--- config.mk ---
export PLATFORM = sky130hd
export DESIGN_NAME = dac_sample_feeder_flat
export DESIGN_NICKNAME = d
export VERILOG_FILES = /design/src/rtl/dac_pkg.sv /design/src/rtl/dac_sample_feeder_if.sv /design/src/rtl/sample_fifo.sv /design/src/rtl/dac_sample_feeder.sv /design/src/flat_wrapper.sv
export SDC_FILE = /design/constraint.sdc
export NUM_CORES = 1
export LEC_CHECK = 0
export ABC_AREA = 1
export BUFFER_PORTS_ARGS = -buffer_cell sky130_fd_sc_hd__buf_2
export CAP_MARGIN = 40
export CORE_UTILIZATION = 60
export CTS_CLUSTER_DIAMETER = 200
export DETAILED_ROUTE_END_ITERATION = 16
export PLACE_DENSITY = 0.8
export SYNTH_ARGS = -nofsm -noshare
export SYNTH_HDL_FRONTEND = slang
export SYNTH_HIERARCHICAL = 1
export SYNTH_SLANG_ARGS = --single-unit
--- constraint.sdc ---
create_clock -name clk -period 4.2 [get_ports clk]
set_input_delay 0.42 -clock clk [delete_from_list [all_inputs] [get_ports clk]]
set_output_delay 0.42 -clock clk [all_outputs]
set_load 0.005 [all_outputs]
--- src/rtl/dac_pkg.sv ---
`default_nettype none
// ---------------------------------------------------------------------------
// dac_pkg: word size, frame length and silence value shared by the DAC path.
// Rev 1.0
// ---------------------------------------------------------------------------
package dac_pkg;

  localparam int DAC_WIDTH = 16;
  localparam int FRAME_LEN = 16;
  localparam int CNT_W     = 4;
  localparam logic [DAC_WIDTH-1:0] SILENCE_SAMPLE = 16'h0000;

  typedef logic [DAC_WIDTH-1:0] sample_t;

endpackage
`default_nettype wire

--- src/rtl/dac_sample_feeder_if.sv ---
`default_nettype none
// ---------------------------------------------------------------------------
// dac_sample_feeder_if: valid/ready sample channel from the sound generators.
// Rev 1.0
// ---------------------------------------------------------------------------
interface dac_sample_feeder_if #(
  parameter int WIDTH = 16
);
  logic [WIDTH-1:0] in_data;
  logic             in_valid;
  logic             in_ready;

  modport master (output in_data, output in_valid, input in_ready);
  modport slave  (input in_data, input in_valid, output in_ready);
endinterface
`default_nettype wire

--- src/rtl/sample_fifo.sv ---
`default_nettype none
// ---------------------------------------------------------------------------
// sample_fifo: small register-array FIFO with explicit occupancy counter.
// Rev 1.0
// ---------------------------------------------------------------------------
module sample_fifo #(
  parameter int WIDTH = 16,
  parameter int DEPTH = 4
) (
  input  logic                   clk,
  input  logic                   reset,
  input  logic                   push,
  input  logic [WIDTH-1:0]       push_data,
  input  logic                   pop,
  output logic [WIDTH-1:0]       pop_data,
  output logic                   full,
  output logic                   empty,
  output logic [$clog2(DEPTH):0] level
);
  localparam int PTR_W = $clog2(DEPTH);
  localparam int LVL_W = PTR_W + 1;
  localparam logic [LVL_W-1:0] FULL_LVL = LVL_W'(DEPTH);

  logic [WIDTH-1:0] mem_q [DEPTH];
  logic [WIDTH-1:0] mem_d [DEPTH];
  logic [PTR_W-1:0] wr_ptr_q, wr_ptr_d;
  logic [PTR_W-1:0] rd_ptr_q, rd_ptr_d;
  logic [LVL_W-1:0] level_q, level_d;

  always_comb begin
    mem_d    = mem_q;
    wr_ptr_d = wr_ptr_q;
    rd_ptr_d = rd_ptr_q;
    level_d  = level_q;
    if (push) begin
      mem_d[wr_ptr_q] = push_data;
      wr_ptr_d        = wr_ptr_q + 1'b1;
    end
    if (pop) begin
      rd_ptr_d = rd_ptr_q + 1'b1;
    end
    // Level is tracked separately so full and empty stay distinct with wrapping pointers.
    case ({push, pop})
      2'b10:   level_d = level_q + LVL_W'(1);
      2'b01:   level_d = level_q - LVL_W'(1);
      default: level_d = level_q;
    endcase
  end

  always_ff @(posedge clk or posedge reset) begin
    if (reset) begin
      for (int i = 0; i < DEPTH; i++) begin
        mem_q[i] <= '0;
      end
      wr_ptr_q <= '0;
      rd_ptr_q <= '0;
      level_q  <= '0;
    end else begin
      mem_q    <= mem_d;
      wr_ptr_q <= wr_ptr_d;
      rd_ptr_q <= rd_ptr_d;
      level_q  <= level_d;
    end
  end

  assign pop_data = mem_q[rd_ptr_q];
  assign full     = (level_q == FULL_LVL);
  assign empty    = (level_q == '0);
  assign level    = level_q;

endmodule
`default_nettype wire

--- src/rtl/dac_sample_feeder.sv ---
`default_nettype none
// ---------------------------------------------------------------------------
// dac_sample_feeder: buffers samples and presents one per 16-clock DAC frame.
// Optional: UNDERRUN_COUNT_EN adds a saturating underrun_count output.
// Rev 1.0
// ---------------------------------------------------------------------------
module dac_sample_feeder
  import dac_pkg::*;
#(
  parameter int               WIDTH   = DAC_WIDTH,
  parameter int               DEPTH   = 4,
  parameter logic [WIDTH-1:0] SILENCE = WIDTH'(SILENCE_SAMPLE)
) (
  input  logic                   clk,
  input  logic                   reset,
  dac_sample_feeder_if.slave     in_if,
  output logic [WIDTH-1:0]       sample_out,
  output logic                   frame_start,
  output logic [$clog2(DEPTH):0] level,
`ifdef UNDERRUN_COUNT_EN
  output logic [7:0]             underrun_count,
`endif
  output logic                   underrun
);
  logic [CNT_W-1:0] bit_cnt_q, bit_cnt_d;
  logic [WIDTH-1:0] sample_q, sample_d;
  logic             underrun_q, underrun_d;
  logic             boundary;
  logic             fifo_push, fifo_pop, fifo_full, fifo_empty;
  logic [WIDTH-1:0] fifo_head;

  sample_fifo #(
    .WIDTH (WIDTH),
    .DEPTH (DEPTH)
  ) u_fifo (
    .clk       (clk),
    .reset     (reset),
    .push      (fifo_push),
    .push_data (in_if.in_data),
    .pop       (fifo_pop),
    .pop_data  (fifo_head),
    .full      (fifo_full),
    .empty     (fifo_empty),
    .level     (level)
  );

  always_comb begin
    boundary   = (bit_cnt_q == '0);
    bit_cnt_d  = bit_cnt_q - 1'b1;
    fifo_push  = in_if.in_valid && !fifo_full;
    // Pop decision uses the registered empty flag, so a same-cycle push cannot be popped.
    fifo_pop   = boundary && !fifo_empty;
    sample_d   = sample_q;
    underrun_d = 1'b0;
    if (boundary) begin
      sample_d   = fifo_empty ? SILENCE : fifo_head;
      underrun_d = fifo_empty;
    end
  end

  always_ff @(posedge clk or posedge reset) begin
    if (reset) begin
      bit_cnt_q  <= '1;
      sample_q   <= SILENCE;
      underrun_q <= 1'b0;
    end else begin
      bit_cnt_q  <= bit_cnt_d;
      sample_q   <= sample_d;
      underrun_q <= underrun_d;
    end
  end

`ifdef UNDERRUN_COUNT_EN
  logic [7:0] underrun_cnt_q, underrun_cnt_d;

  always_comb begin
    underrun_cnt_d = underrun_cnt_q;
    if (underrun_d && (underrun_cnt_q != 8'hFF)) begin
      underrun_cnt_d = underrun_cnt_q + 8'd1;
    end
  end

  always_ff @(posedge clk or posedge reset) begin
    if (reset) begin
      underrun_cnt_q <= '0;
    end else begin
      underrun_cnt_q <= underrun_cnt_d;
    end
  end

  assign underrun_count = underrun_cnt_q;
`endif

  assign in_if.in_ready = !fifo_full;
  assign frame_start    = (bit_cnt_q == '1);
  assign sample_out     = sample_q;
  assign underrun       = underrun_q;

endmodule
`default_nettype wire

--- src/flat_wrapper.sv ---
// flat-port wrapper written by rule: the top's interface ports become plain ports
module dac_sample_feeder_flat import dac_pkg::*;
#(
  parameter int               WIDTH   = DAC_WIDTH,
  parameter int               DEPTH   = 4,
  parameter logic [WIDTH-1:0] SILENCE = WIDTH'(SILENCE_SAMPLE)
)
  (clk, reset, sample_out, frame_start, level, underrun, in_if_in_data, in_if_in_valid, in_if_in_ready);
  dac_sample_feeder_if #(.WIDTH(WIDTH)) in_if_i ();
  input  logic clk;
  input  logic reset;
  output logic [WIDTH-1:0] sample_out;
  output logic frame_start;
  output logic [$clog2(DEPTH):0] level;
  output logic underrun;
  input wire logic [$bits(in_if_i.in_data)-1:0] in_if_in_data;
  input wire logic [$bits(in_if_i.in_valid)-1:0] in_if_in_valid;
  output wire logic [$bits(in_if_i.in_ready)-1:0] in_if_in_ready;
  assign in_if_i.in_data = in_if_in_data;
  assign in_if_i.in_valid = in_if_in_valid;
  assign in_if_in_ready = in_if_i.in_ready;
  dac_sample_feeder #(.WIDTH(WIDTH), .DEPTH(DEPTH), .SILENCE(SILENCE)) u_core (.clk(clk), .reset(reset), .in_if(in_if_i), .sample_out(sample_out), .frame_start(frame_start), .level(level), .underrun(underrun));
endmodule
Word-level counts from Yosys, hierarchy flattened. Index checks and enable logic that the tools add are counted.

Register bits after elaboration: 92. Output and inout port bits: 22.

$add $sub $neg: 5. Reduce and logical (&&, ||, !) cells: 8. Eq/ne operators: 4. Bitwise operators: 2. Mux-type cells: 9. Magnitude comparators: 3.

Operator list (number): bitwise mux 64 bit (1); 2-to-1 mux 16 bit (4); binary-select mux 16 bit (select 2 bit) (1); demux 16 bit (select 2 bit) (1); greater-or-equal comparator 3 bit, second input constant (2); NOT 2 -> 3 bit (2); case mux 3 bit (2 select lines) (1); adder 2 x 1 -> 2 bit, second input constant (2); == test 4 bit, second input constant (1); logical NOT 4 bit (1); subtractor 4 x 1 -> 4 bit, second input constant (1); adder 3 x 1 -> 3 bit, second input constant (1); == test 3 bit, second input constant (1); logical AND 1 bit (3); logical NOT 3 bit (1); less-than comparator 3 x 1 -> 1 bit, second input constant (1); subtractor 3 x 1 -> 3 bit, second input constant (1); == test 2 x 1 -> 1 bit, second input constant (1); == test 2 bit, second input constant (1); logical NOT 1 bit (2); nonzero test 2 bit (1); 2-to-1 mux 1 bit (1).

Logic depth before layout (Yosys ltp). Gate-level depths: netlist (run 1).

Depth after elaboration: 6. Mapped depth: 14.

Hierarchy. The synthesis (run 1) kept the hierarchy.

By module, submodules not included: sample_fifo (area each 3767.4 sq um, cells an instance 388, instances 1, seq. area each 1776.7 sq um); dac_sample_feeder (area each 1027.2 sq um, cells an instance 129, instances 1, seq. area each 530.5 sq um).

Least setup slack after synthesis (run 1). No wires, ideal clock.

Path kind: reg2reg. From: reg u_core.bit_cnt_q[0]. To: reg u_core.u_fifo.level_q[2], in the netlist u_core/u_fifo/level[2]. Clock period less this slack: 2.125 ns. Slack: 2.075 ns. Stages on the path, launching flop included: 14. Library setup time: 0.117 ns. Arrival time: 2.008 ns. Path through: dfstp_2 -> inv_1 -> ha_1 -> buf_2 -> nand2_4 -> buf_6 -> nor2_2 -> ha_1 -> inv_1 -> fa_1 -> nand2_1 -> nand3_1 -> nand2_1 -> nand2_1.

Word-level cells in the longest chain between the ends: 4.

Ends and longest elaborated chain: from (decl) (RTL line dac_sample_feeder.sv:25) `logic [CNT_W-1:0] bit_cnt_q, bit_cnt_d;`; from (signal assigned) (RTL line dac_sample_feeder.sv:67) `bit_cnt_q <= bit_cnt_d;`; logical NOT 4 bit * (RTL line dac_sample_feeder.sv:48) `boundary = (bit_cnt_q == '0);`; logical AND 1 bit * (RTL line dac_sample_feeder.sv:52) `fifo_pop = boundary && !fifo_empty;`; named net u_core.fifo_pop (RTL line dac_sample_feeder.sv:29) `logic fifo_push, fifo_pop, fifo_full, fifo_empty;`; == test 2 x 1 -> 1 bit / == test 2 bit (equally long branches) (RTL line sample_fifo.sv:43) `case ({push, pop})`; case mux 3 bit (2 select lines) / nonzero test 2 bit (equally long branches); to (signal assigned) (RTL line sample_fifo.sv:62) `level_q <= level_d;`; to (decl) (RTL line sample_fifo.sv:28) `logic [LVL_W-1:0] level_q, level_d;`.

The timed path passes the listed nets; every way through them passes the cells marked *. A chain may end at the register's enable or synchronous reset.

Final worst setup path (run 1). Same ends and word-level chain as after synthesis.

==> results.md, run 1 <==
- Outcome: complete, no violations
- Tot Pwr: 3.91 mW
- Total gr overflow: 0
- Seq/Total Area, Yosys: between 40% and 50%
- Largest fanout on the critical path: 18
- CTS tree: built
- Worst hold path endpoint: u_core/u_fifo/mem_q[5]$_DFFE_PP0P_
- R2r setup slk: 1.58 ns
- IO Pins: 41
- Yosys warns: 6
- Die height: ~90 um
- Port buffer count: 40
- DRC errors left: 0
- Post_cts resized: 0
- Worst slew pin tran: 0.897 ns
- Die X: 91.4 um
- Ys flop type: dfrtp_1
- Synth cell count leaders: nand2_1, dfrtp_1, inv_1
- Crit path launch type: register
- Post-detail-place hpwl: 5890 um
- Setup CP Type: register to register
- Final hold viol count: 0
- Worst min path class: input port to register
- DRT Pass-1 Iters: 4
- Mapped Cells: just over 500
- Initial core utilization: a little over 60%
- Max-cap violation count: 0
- Clk root buf: clkbuf_8
- Number of antenna violations at the first check in global routing: 0
- Worst-path clk slew: 0.10 ns
- # hold bufs at CTS: 1
- 1st-iter DRT viols: 201
- First-pass GRT wire length: 15,600 um
- Clock latency on the worst-skew pair: 0.37 ns
- Met2 Usage GRT: between 30% and 40%
- Largest net degree at the start of global routing: 42
- Power per cell area: between 700 and 800 nW/um^2
- Post-Syn Area: 4790 um^2
- Fmax: 381 MHz
- Final slew viol count: 0
- Critical R2R Capture: u_core/u_fifo/level[2]$_DFFE_PP0P_
- Reg2reg path depth: 11
- Die area: 8350 um^2
- EDFF count, synth: 0
- Most frequent cell after synthesis: nand2_1
- Post-synth top area share: 45.9%
- Critical Path AT: between 2 and 3 ns
- Inserted Clock Buffers: 9
- Hold path cells: 3
- Final count of negative-setup-slack endpoints: 0
- GRT met1 Usage: 32.7%
- GR Layer Usage met3: 3.43%
- Synth Area per Inst: about 9 um^2
- Worst VDD drop: 248 uV
- Worst Setup SP: u_core/bit_cnt_q[0]$_DFF_PP1_
- Clock share of power: 17.2%
- Fillers: around 600
- Tot GR Track Use: approximately a quarter
- Final clock skew: 0.0145 ns
- FP Rows: 32
- Vias: approximately 3,400
- Comb pwr share: 41.9%
- CP required: 4.47 ns
- RSZ-0062 raised after global routing: no
- FF/Latch Area: 2310 um^2
- Async set-reset flop share out of synthesis: 100%
- Yosys top cell by area: dfrtp_1
- Cell area after layout: 5130 um^2
- Post-Syn Nets: around 550
- Reg-to-Reg Start: u_core/bit_cnt_q[0]$_DFF_PP1_
- Internal power: 2.30 mW
- Crit path time final: 2.62 ns
- # H-tree levels: 3
- Setup_tns: 0 ns
- Slew HR: about two fifths
- Register bit total from synthesis: 92
- Clock Sinks: 92
- Sequential power share: 40.9%
- Antenna diode count: 0
- Critical path capture point type: register
- Postcts setup bufs: 0
- Routed Antenna Nets: 0
- Dominant cells by area after synthesis: dfrtp_1, nand2_1, inv_1, o211ai_2, o21ai_1
- Vias in the first global route: 3,265
- Leakage: 2.71 nW
- Net Switching: roughly 1.6 mW
- DR WL/cell: 13.7 um
- Placement Setup Slack: about 1.6 ns
- Min-delay src: in_if_in_data[5]
- Avg Vias per Cell: about 5.2
- Final GP Congestion: 0.779
- Core area: 7730 um^2
- Final WS setup: 1.58 ns
- Layer with the highest usage: met2
- NumNets Final: between 500 and 600
- Final worst path period share: 62.4%
- Area growth, synth to finish: 6.92%
- Library cells used by synthesis: 29
- Sw frac: 41.2%
- Multi-input gate area: about 1900 um^2
- Final WL: just under 9000 um
- Fraction of layout cells with a size suffix above 1: 27.9%
- Clk buf depth: 2
- Placed Area: 4880 um^2
## layer usage
layer / vias up / part of all wire (%)
li1: 1671 / -
met1: 1651 / 46
met2: 77 / 48
met3: 13 / 3.5
met4: 0 / 1.7
met5: - / 0
## cell families after synthesis
kind of cell | Yosys count | share of synthesized area, %
buf+inv | 111 | 13.1
flops | 92 | 48.1
fa+ha+maj | 9 | 2.51
xor+xnor | 5 | 1.07
compound gates | 98 | 16.0
simple gates | 202 | 19.2
## how the worst max path moves through the flow
stage | to | cells past startpoint | slack (ns)
after floorplan | u_core/u_fifo/level[0]$_DFFE_PP0P_ | 1 | 1.98
after CTS | u_core/u_fifo/level[2]$_DFFE_PP0P_ | 11 | 1.55
after global routing | u_core/u_fifo/level[2]$_DFFE_PP0P_ | 12 | 1.39
after global placement | u_core/u_fifo/level[2]$_DFFE_PP0P_ | 11 | 1.76
after detailed placement | u_core/u_fifo/level[2]$_DFFE_PP0P_ | 11 | 1.57
final | u_core/u_fifo/level[2]$_DFFE_PP0P_ | 11 | 1.58
## state kept, by name (all words and copies together) (netlist names)
signal / flops
u_core/u_fifo/wr_ptr_q: 2
u_core/u_fifo/level: 3
u_core/u_fifo/mem_q: 64
u_core/sample_out: 16
u_core/underrun: 1
u_core/bit_cnt_q: 4
u_core/u_fifo/rd_ptr_q: 2
## metrics by stage
step	hold WS (ns)	utilization [%]	cells
after floorplan	0.394	-	517
after global placement	0.459	62.5	632
after detailed placement	0.309	63.2	635
after CTS	0.342	66.2	652
after global routing	0.368	66.3	653
final	0.347	66.3	653
## cells in the final DEF, fill, tap and decap left out, drive strengths merged, types with 8 or more instances in the layout
cell,Yosys,routed
nand2,159,159
dfrtp,88,88
inv,81,82
o21ai,66,66
buf,29,46
o211ai,32,32
nor2,21,21
nand3,17,17
clkbuf,0,11
ha,8,8
## critical path, stage by stage, from the launching register on
cell and delay (ns):
dfstp_2 0.38, inv_1 0.13, ha_1 0.56, nand2_4 0.24, nor2_2 0.26, ha_1 0.22, inv_1 0.07, fa_1 0.38
nand2_1 0.10, nand3_1 0.08, nand2_1 0.06, nand2_1 0.04
## power by group through the flow
stage | logic [mW] | registers [mW] | clock network [mW]
finish | 1.64 | 1.60 | 0.672
global route | 1.86 | 1.65 | 0.715
CTS | 1.64 | 1.60 | 0.676
detailed placement | 1.62 | 1.61 | 0
global placement | 1.49 | 1.62 | 0
floorplan | 1.49 | 1.49 | 0
## area by class of cell
| cell class | count | share of cell area [%] |
|---|---|---|
| Tap cell | 102 | 2.49 |
| Timing Repair Buffer | 47 | 5.61 |
| Inverter | 82 | 6.10 |
| Sequential cell | 92 | 45.0 |
| Clock buffer | 11 | 2.76 |
| Multi-Input combinational cell | 314 | 36.3 |
| Clock inverter | 5 | 1.66 |
(Power assumes the default switching activity.)
==> inputs of run 2 (changes only) <==
--- a/config.mk
+++ b/config.mk
@@ -8,10 +8,10 @@
 export ABC_AREA = 1
 export BUFFER_PORTS_ARGS = -buffer_cell sky130_fd_sc_hd__buf_2
 export CAP_MARGIN = 40
-export CORE_UTILIZATION = 60
+export CORE_UTILIZATION = 54
 export CTS_CLUSTER_DIAMETER = 200
 export DETAILED_ROUTE_END_ITERATION = 16
-export PLACE_DENSITY = 0.8
+export PLACE_DENSITY = 0.76
 export SYNTH_ARGS = -nofsm -noshare
 export SYNTH_HDL_FRONTEND = slang
 export SYNTH_HIERARCHICAL = 1
==> constraint.sdc (replaced) <==
create_clock -name clk -period 2.3 [get_ports clk]
set_input_delay 0.23 -clock clk [delete_from_list [all_inputs] [get_ports clk]]
set_output_delay 0.23 -clock clk [all_outputs]
set_load 0.005 [all_outputs]
==> run 2 against run 1 <==
Net effect: flip-flop and latch count is the same; count of clock-buffer cells in the layout shrank 2; clock skew is essentially flat; non-clock buffer count grew 3; clock power grew 110%; critical path depth is the same; first-iteration DRC count shrank 21%; utilization shrank 6.7 points; final area grew 1.0%; critical endpoint unchanged.
==> results.md, run 2 (synthesis gave the netlist of run 1 again) <==
- Hold_ws: 0.175 ns
- Max-cap violation count: 0
- Finished Layout Cells: 662
- Clock latency on the worst-skew pair: 0.36 ns
- RSZ-0062 raised after global routing: no
- Setup CP Type: register to register
- Number of antenna violations at the first check in global routing: 0
- Crit path time final: 2.04 ns
- Post_cts resized: 0
- Critical Path AT: 2.30 ns
- Clock Sinks: 92
- Vias: 3,376
- Final WL: approximately 9000 um
- Port buffer count: 40
- Cell area after layout: slightly above 5000 um^2
- # H-tree levels: 3
- DRT Pass-1 Iters: 4
- Placed Area: 4900 um^2
- Final count of negative-setup-slack endpoints: 0
- NumNets Final: 577
- Leakage: 2.74 nW
- Slew HR: around 49%
- Critical path capture point type: register
- Vias in the first global route: 3,256
- Tot Pwr: around 7.3 mW
- Initial core utilization: 55.2%
- Finished Core Util: 59.7%
- Final WS setup: 0.258 ns
- Inserted Clock Buffers: 9
- CP required: between 2 and 3 ns
- First-pass GRT wire length: 14,900 um
- Fraction of layout cells with a size suffix above 1: 28.5%
- Postcts setup bufs: 0
- Worst slew pin tran: 0.766 ns
- DRC errors left: 0
- Die area: 9260 um^2
- Crit path launch type: register
- Final slew viol count: 0
- Final GP Congestion: between 0.7 and 0.8
- Fillers: 737
- Total gr overflow: 0
- Largest net degree at the start of global routing: 47
- FP Rows: 34
- Area growth, synth to finish: 8.01%
- Largest fanout on the critical path: 5
- Placement Setup Slack: 0.271 ns
- Worst VDD drop: 524 uV
- Die X: between 90 and 100 um
- Post-detail-place hpwl: 5970 um
- Avg Vias per Cell: between 5 and 6
- Max reg flops: 64
- CTS tree: built
- Setup_tns: 0 ns
- Antenna diode count: 0
- Worst min path class: input port to register
- Worst-path clk slew: around 0.10 ns
- Routed Antenna Nets: 0
- Fmax: approximately 500 MHz
- Placed insts: ~650
- Final clock skew: between 0.01 and 0.015 ns
- Core area: 8680 um^2
- Clk buf depth: 2
- Most frequent cells in the layout: nand2_1, dfrtp_1, inv_1, o21ai_1, buf_2
- Final hold viol count: 0
- # hold bufs at CTS: 1
- IO Pins: 41
- 1st-iter DRT viols: 159
- Die height: 96.2 um
- Clk root buf: clkbuf_8
- Outcome: complete, no violations
- Largest Register: u_core/u_fifo/mem_q
- Tot GR Track Use: 21.0%
- Power per cell area: 1410 nW/um^2
- Most common cell after layout, fill and taps aside: nand2_1
- Final worst path period share: between 80% and 90%
- DR WL/cell: 13.6 um
[run 2: final timing paths]
check                           slack [ns]  cells after the start                        startpoint                                   to
worst max register to register        0.26                     11     u_core/bit_cnt_q[0]$_DFF_PP1_   u_core/u_fifo/level[2]$_DFFE_PP0P_
worst min register to register        0.48                      2  u_core/sample_out[9]$_DFFE_PP0N_     u_core/sample_out[9]$_DFFE_PP0N_
min in group asynchronous             0.50                      3                             reset  u_core/u_fifo/mem_q[41]$_DFFE_PP0P_
worst max-delay path                  0.26                     11     u_core/bit_cnt_q[0]$_DFF_PP1_   u_core/u_fifo/level[2]$_DFFE_PP0P_
max in group asynchronous             1.16                      4                             reset   u_core/u_fifo/mem_q[3]$_DFFE_PP0P_
worst min-delay path                  0.18                      3                  in_if_in_data[6]   u_core/u_fifo/mem_q[6]$_DFFE_PP0P_
[run 2: area by class of cell]
class / count / area [um^2] / share of cell area [%]
Clock inverter: 7 / 145 / 2.80
Inverter: 82 / 313 / 6.04
Tap cell: 108 / 135 / 2.61
Timing Repair Buffer: 50 / 290 / 5.61
Clock buffer: 9 / 124 / 2.39
Multi-Input combinational cell: 314 / 1860 / 36.0
Sequential cell: 92 / 2310 / 44.6
[run 2: layer usage]
layer / routed length [um] / vias up / track usage (%) / share of wire (%)
met4: 111 / 0 / 7.46 / 1.2
met3: 284 / 10 / 3.00 / 3.2
met2: 4500 / 66 / 37.1 / 50
met1: 4100 / 1622 / 26.1 / 46
met5: 0 / - / 0 / 0
li1: - / 1678 / - / -
[run 2: power breakdown]
group / leakage (nW) / internal [mW] / switching [mW]
sequential: 1.14 / 2.33 / 0.433
clock: 0.130 / 0.839 / 0.583
combinational: 1.47 / 1.19 / 1.91
[run 2: critical path, stage by stage, from the launching register on]
cell	delay, ns
dfstp_2	0.38
inv_1	0.13
ha_1	0.24
nand2_4	0.07
nor2_2	0.17
ha_1	0.20
inv_1	0.06
fa_1	0.37
nand2_1	0.11
nand3_1	0.08
nand2_1	0.07
nand2_1	0.06
==> inputs of run 3 (changes only) <==
--- a/config.mk
+++ b/config.mk
@@ -11,6 +11,7 @@
 export CORE_UTILIZATION = 54
 export CTS_CLUSTER_DIAMETER = 200
 export DETAILED_ROUTE_END_ITERATION = 16
+export GPL_TIMING_DRIVEN = 0
 export PLACE_DENSITY = 0.76
 export SYNTH_ARGS = -nofsm -noshare
 export SYNTH_HDL_FRONTEND = slang
==> run 3 against run 2 <==
Net effect: flip-flop and latch count unchanged; largest power group unchanged; sequential power about the same; sequential share of layout area decreased by 1.6 points; routed wire length grew 18%; highest routed layer unchanged; critical endpoint unchanged; final cell count is 3.0% higher.
==> results.md, run 3 (synthesis gave the netlist of run 1 again) <==
- Outcome: complete, no violations
- Worst Setup SP: u_core/bit_cnt_q[0]$_DFF_PP1_
- Slew HR: 48.6%
- CP required: 2.56 ns
- Largest stage delay, worst path: a little under 0.4 ns
- Slowest CP cell: dfstp_2
- Avg Vias per Cell: 5.16
- Max reg flops: 64
- Worst VDD drop: 544 uV
- First-pass GRT wire length: 17,400 um
- 1st-iter DRT viols: 197
- Largest Register: u_core/u_fifo/mem_q
- Die X: 96.2 um
- NumNets Final: 597
- Most used cell, CP: nand2_1
- Worst hold path endpoint: u_core/u_fifo/mem_q[58]$_DFFE_PP0P_
- IO Pins: 41
- Hold path cells: 3
- Most frequent cells in the layout: nand2_1, dfrtp_1, inv_1, buf_2, o21ai_1
- Final clock skew: 0.00956 ns
- Final WS setup: 0.176 ns
- Final slew viol count: 0
- Reg-to-Reg Start: u_core/bit_cnt_q[0]$_DFF_PP1_
- Die area: around 9000 um^2
- Clock latency on the worst-skew pair: between 0.3 and 0.4 ns
- Hold_ws: 0.163 ns
- Vias in the first global route: 3,529
- Total gr overflow: 0
- CTS tree: built
- Clk buf depth: 2
- Worst-path clk slew: 0.09 ns
- Final worst path period share: ~92%
- Vias: 3,522
- Routed Antenna Nets: 0
- Reg2reg path depth: 12
- RSZ-0062 raised after global routing: no
- # H-tree levels: 3
- DRC errors left: 0
- Crit path launch type: register
- Core area: 8680 um^2
- DR WL/cell: 15.5 um
- Inserted Clock Buffers: 9
- Largest fanout on the critical path: 18
- Clk root buf: clkbuf_8
- Clock Sinks: 92
- R2r setup slk: 0.18 ns
- DRT Pass-1 Iters: 5
- Area growth, synth to finish: 12.1%
- FP Rows: 34
- Critical path capture point type: register
- Die height: between 90 and 100 um
- Most common cell after layout, fill and taps aside: nand2_1
- Leakage: 2.84 nW
- Final count of negative-setup-slack endpoints: 0
- Final WL: 10,600 um
- CP cell instances: inv_2 > ha_1 > buf_4 > nand2_4 > nor2_4 > ha_2 > inv_1 > fa_1 > nand2_1 > nand3_1 > nand2_1 > nand2_1
- Fmax: 471 MHz
- Min-delay src: in_if_in_data[10]
- Worst slew pin tran: 0.770 ns
- Critical Path AT: 2.39 ns
- Final hold viol count: 0
- Tot GR Track Use: 25.6%
- Number of antenna violations at the first check in global routing: 0
- Max-cap violation count: 0
- Power per cell area: 1390 nW/um^2
- Post-detail-place hpwl: 7380 um
- Antenna diode count: 0
- Placement Setup Slack: -0.0862 ns
- Port buffer count: 40
- Critical R2R Capture: u_core/u_fifo/level[2]$_DFFE_PP0P_
- Final GP Congestion: a little under 0.8
- Crit path time final: 2.12 ns
- Largest net degree at the start of global routing: 51
- Fraction of layout cells with a size suffix above 1: 30.8%
- Setup CP Type: register to register
- Initial core utilization: 55.2%
- Worst min path class: input port to register
## run 3: how the worst max path moves through the flow
stage / slack [ns] / endpoint / cells past startpoint
after global placement: -0.58 / u_core/u_fifo/wr_ptr_q[1]$_DFFE_PP0P_ / 2
final: 0.18 / u_core/u_fifo/level[2]$_DFFE_PP0P_ / 12
after floorplan: 0.18 / u_core/u_fifo/level[2]$_DFFE_PP0P_ / 13
after global routing: 0.02 / u_core/u_fifo/level[2]$_DFFE_PP0P_ / 12
after detailed placement: -0.09 / u_core/u_fifo/level[2]$_DFFE_PP0P_ / 13
after CTS: 0.04 / u_core/u_fifo/level[1]$_DFFE_PP0P_ / 10
## run 3: report_power, final
part	internal (mW)	leakage (nW)	total (mW)	switching [mW]
Clock	0.539	0.100	1.12	0.581
Combinational	1.49	1.60	3.59	2.10
Sequential	2.33	1.14	2.77	0.445
## run 3: layout make-up
class | count | area [um^2]
fillers | 760 | 3310
flip-flops and latches | 92 | 2310
multi-input cells | 314 | 1870
inverters | 82 | 315
plain buffers | 27 | 303
repair buffers | 43 | 245
clock buffers | 11 | 141
well taps | 108 | 135
clock inverters | 5 | 60.1
## run 3: metrics by stage
stage / std cells / TNS [ns] / util [%] / instance area, um^2 / power [mW]
3_5_place_dp: 666 / -0.0862 / 59.5 / 5160 / 6.35
6_report: 682 / 0 / 61.9 / 5370 / 7.48
2_1_floorplan: 517 / 0 / - / 4790 / 5.43
5_1_grt: 682 / 0 / 61.9 / 5370 / 8.12
4_1_cts: 683 / 0 / 62.0 / 5380 / 7.51
3_3_place_gp: 665 / -40.49 / 59.1 / 5130 / 6.19
## run 3: critical path: cells and delay by family, from the launching register on
kind	cells	cell delay (ns)
simple gates	6	0.61
fa+ha+maj	3	0.71
flops	1	0.39
buf+inv	3	0.30
## run 3: timing repair
item                       4_1_cts  5_1_grt
hold endpoints to repair        21        0
hold buffers                     1        0
setup buffers                    0        1
setup endpoints to repair        2        2
resized for setup                3        2
pin swaps                        0        1
## run 3: per-layer routing
| layer | wire (um) | track usage [%] | vias up |
|---|---|---|---|
| li1 | - | - | 1716 |
| met3 | 499 | 6.24 | 15 |
| met2 | 5230 | 41.6 | 95 |
| met1 | 4690 | 33.4 | 1696 |
| met5 | 0 | 0 | - |
| met4 | 169 | 8.58 | 0 |
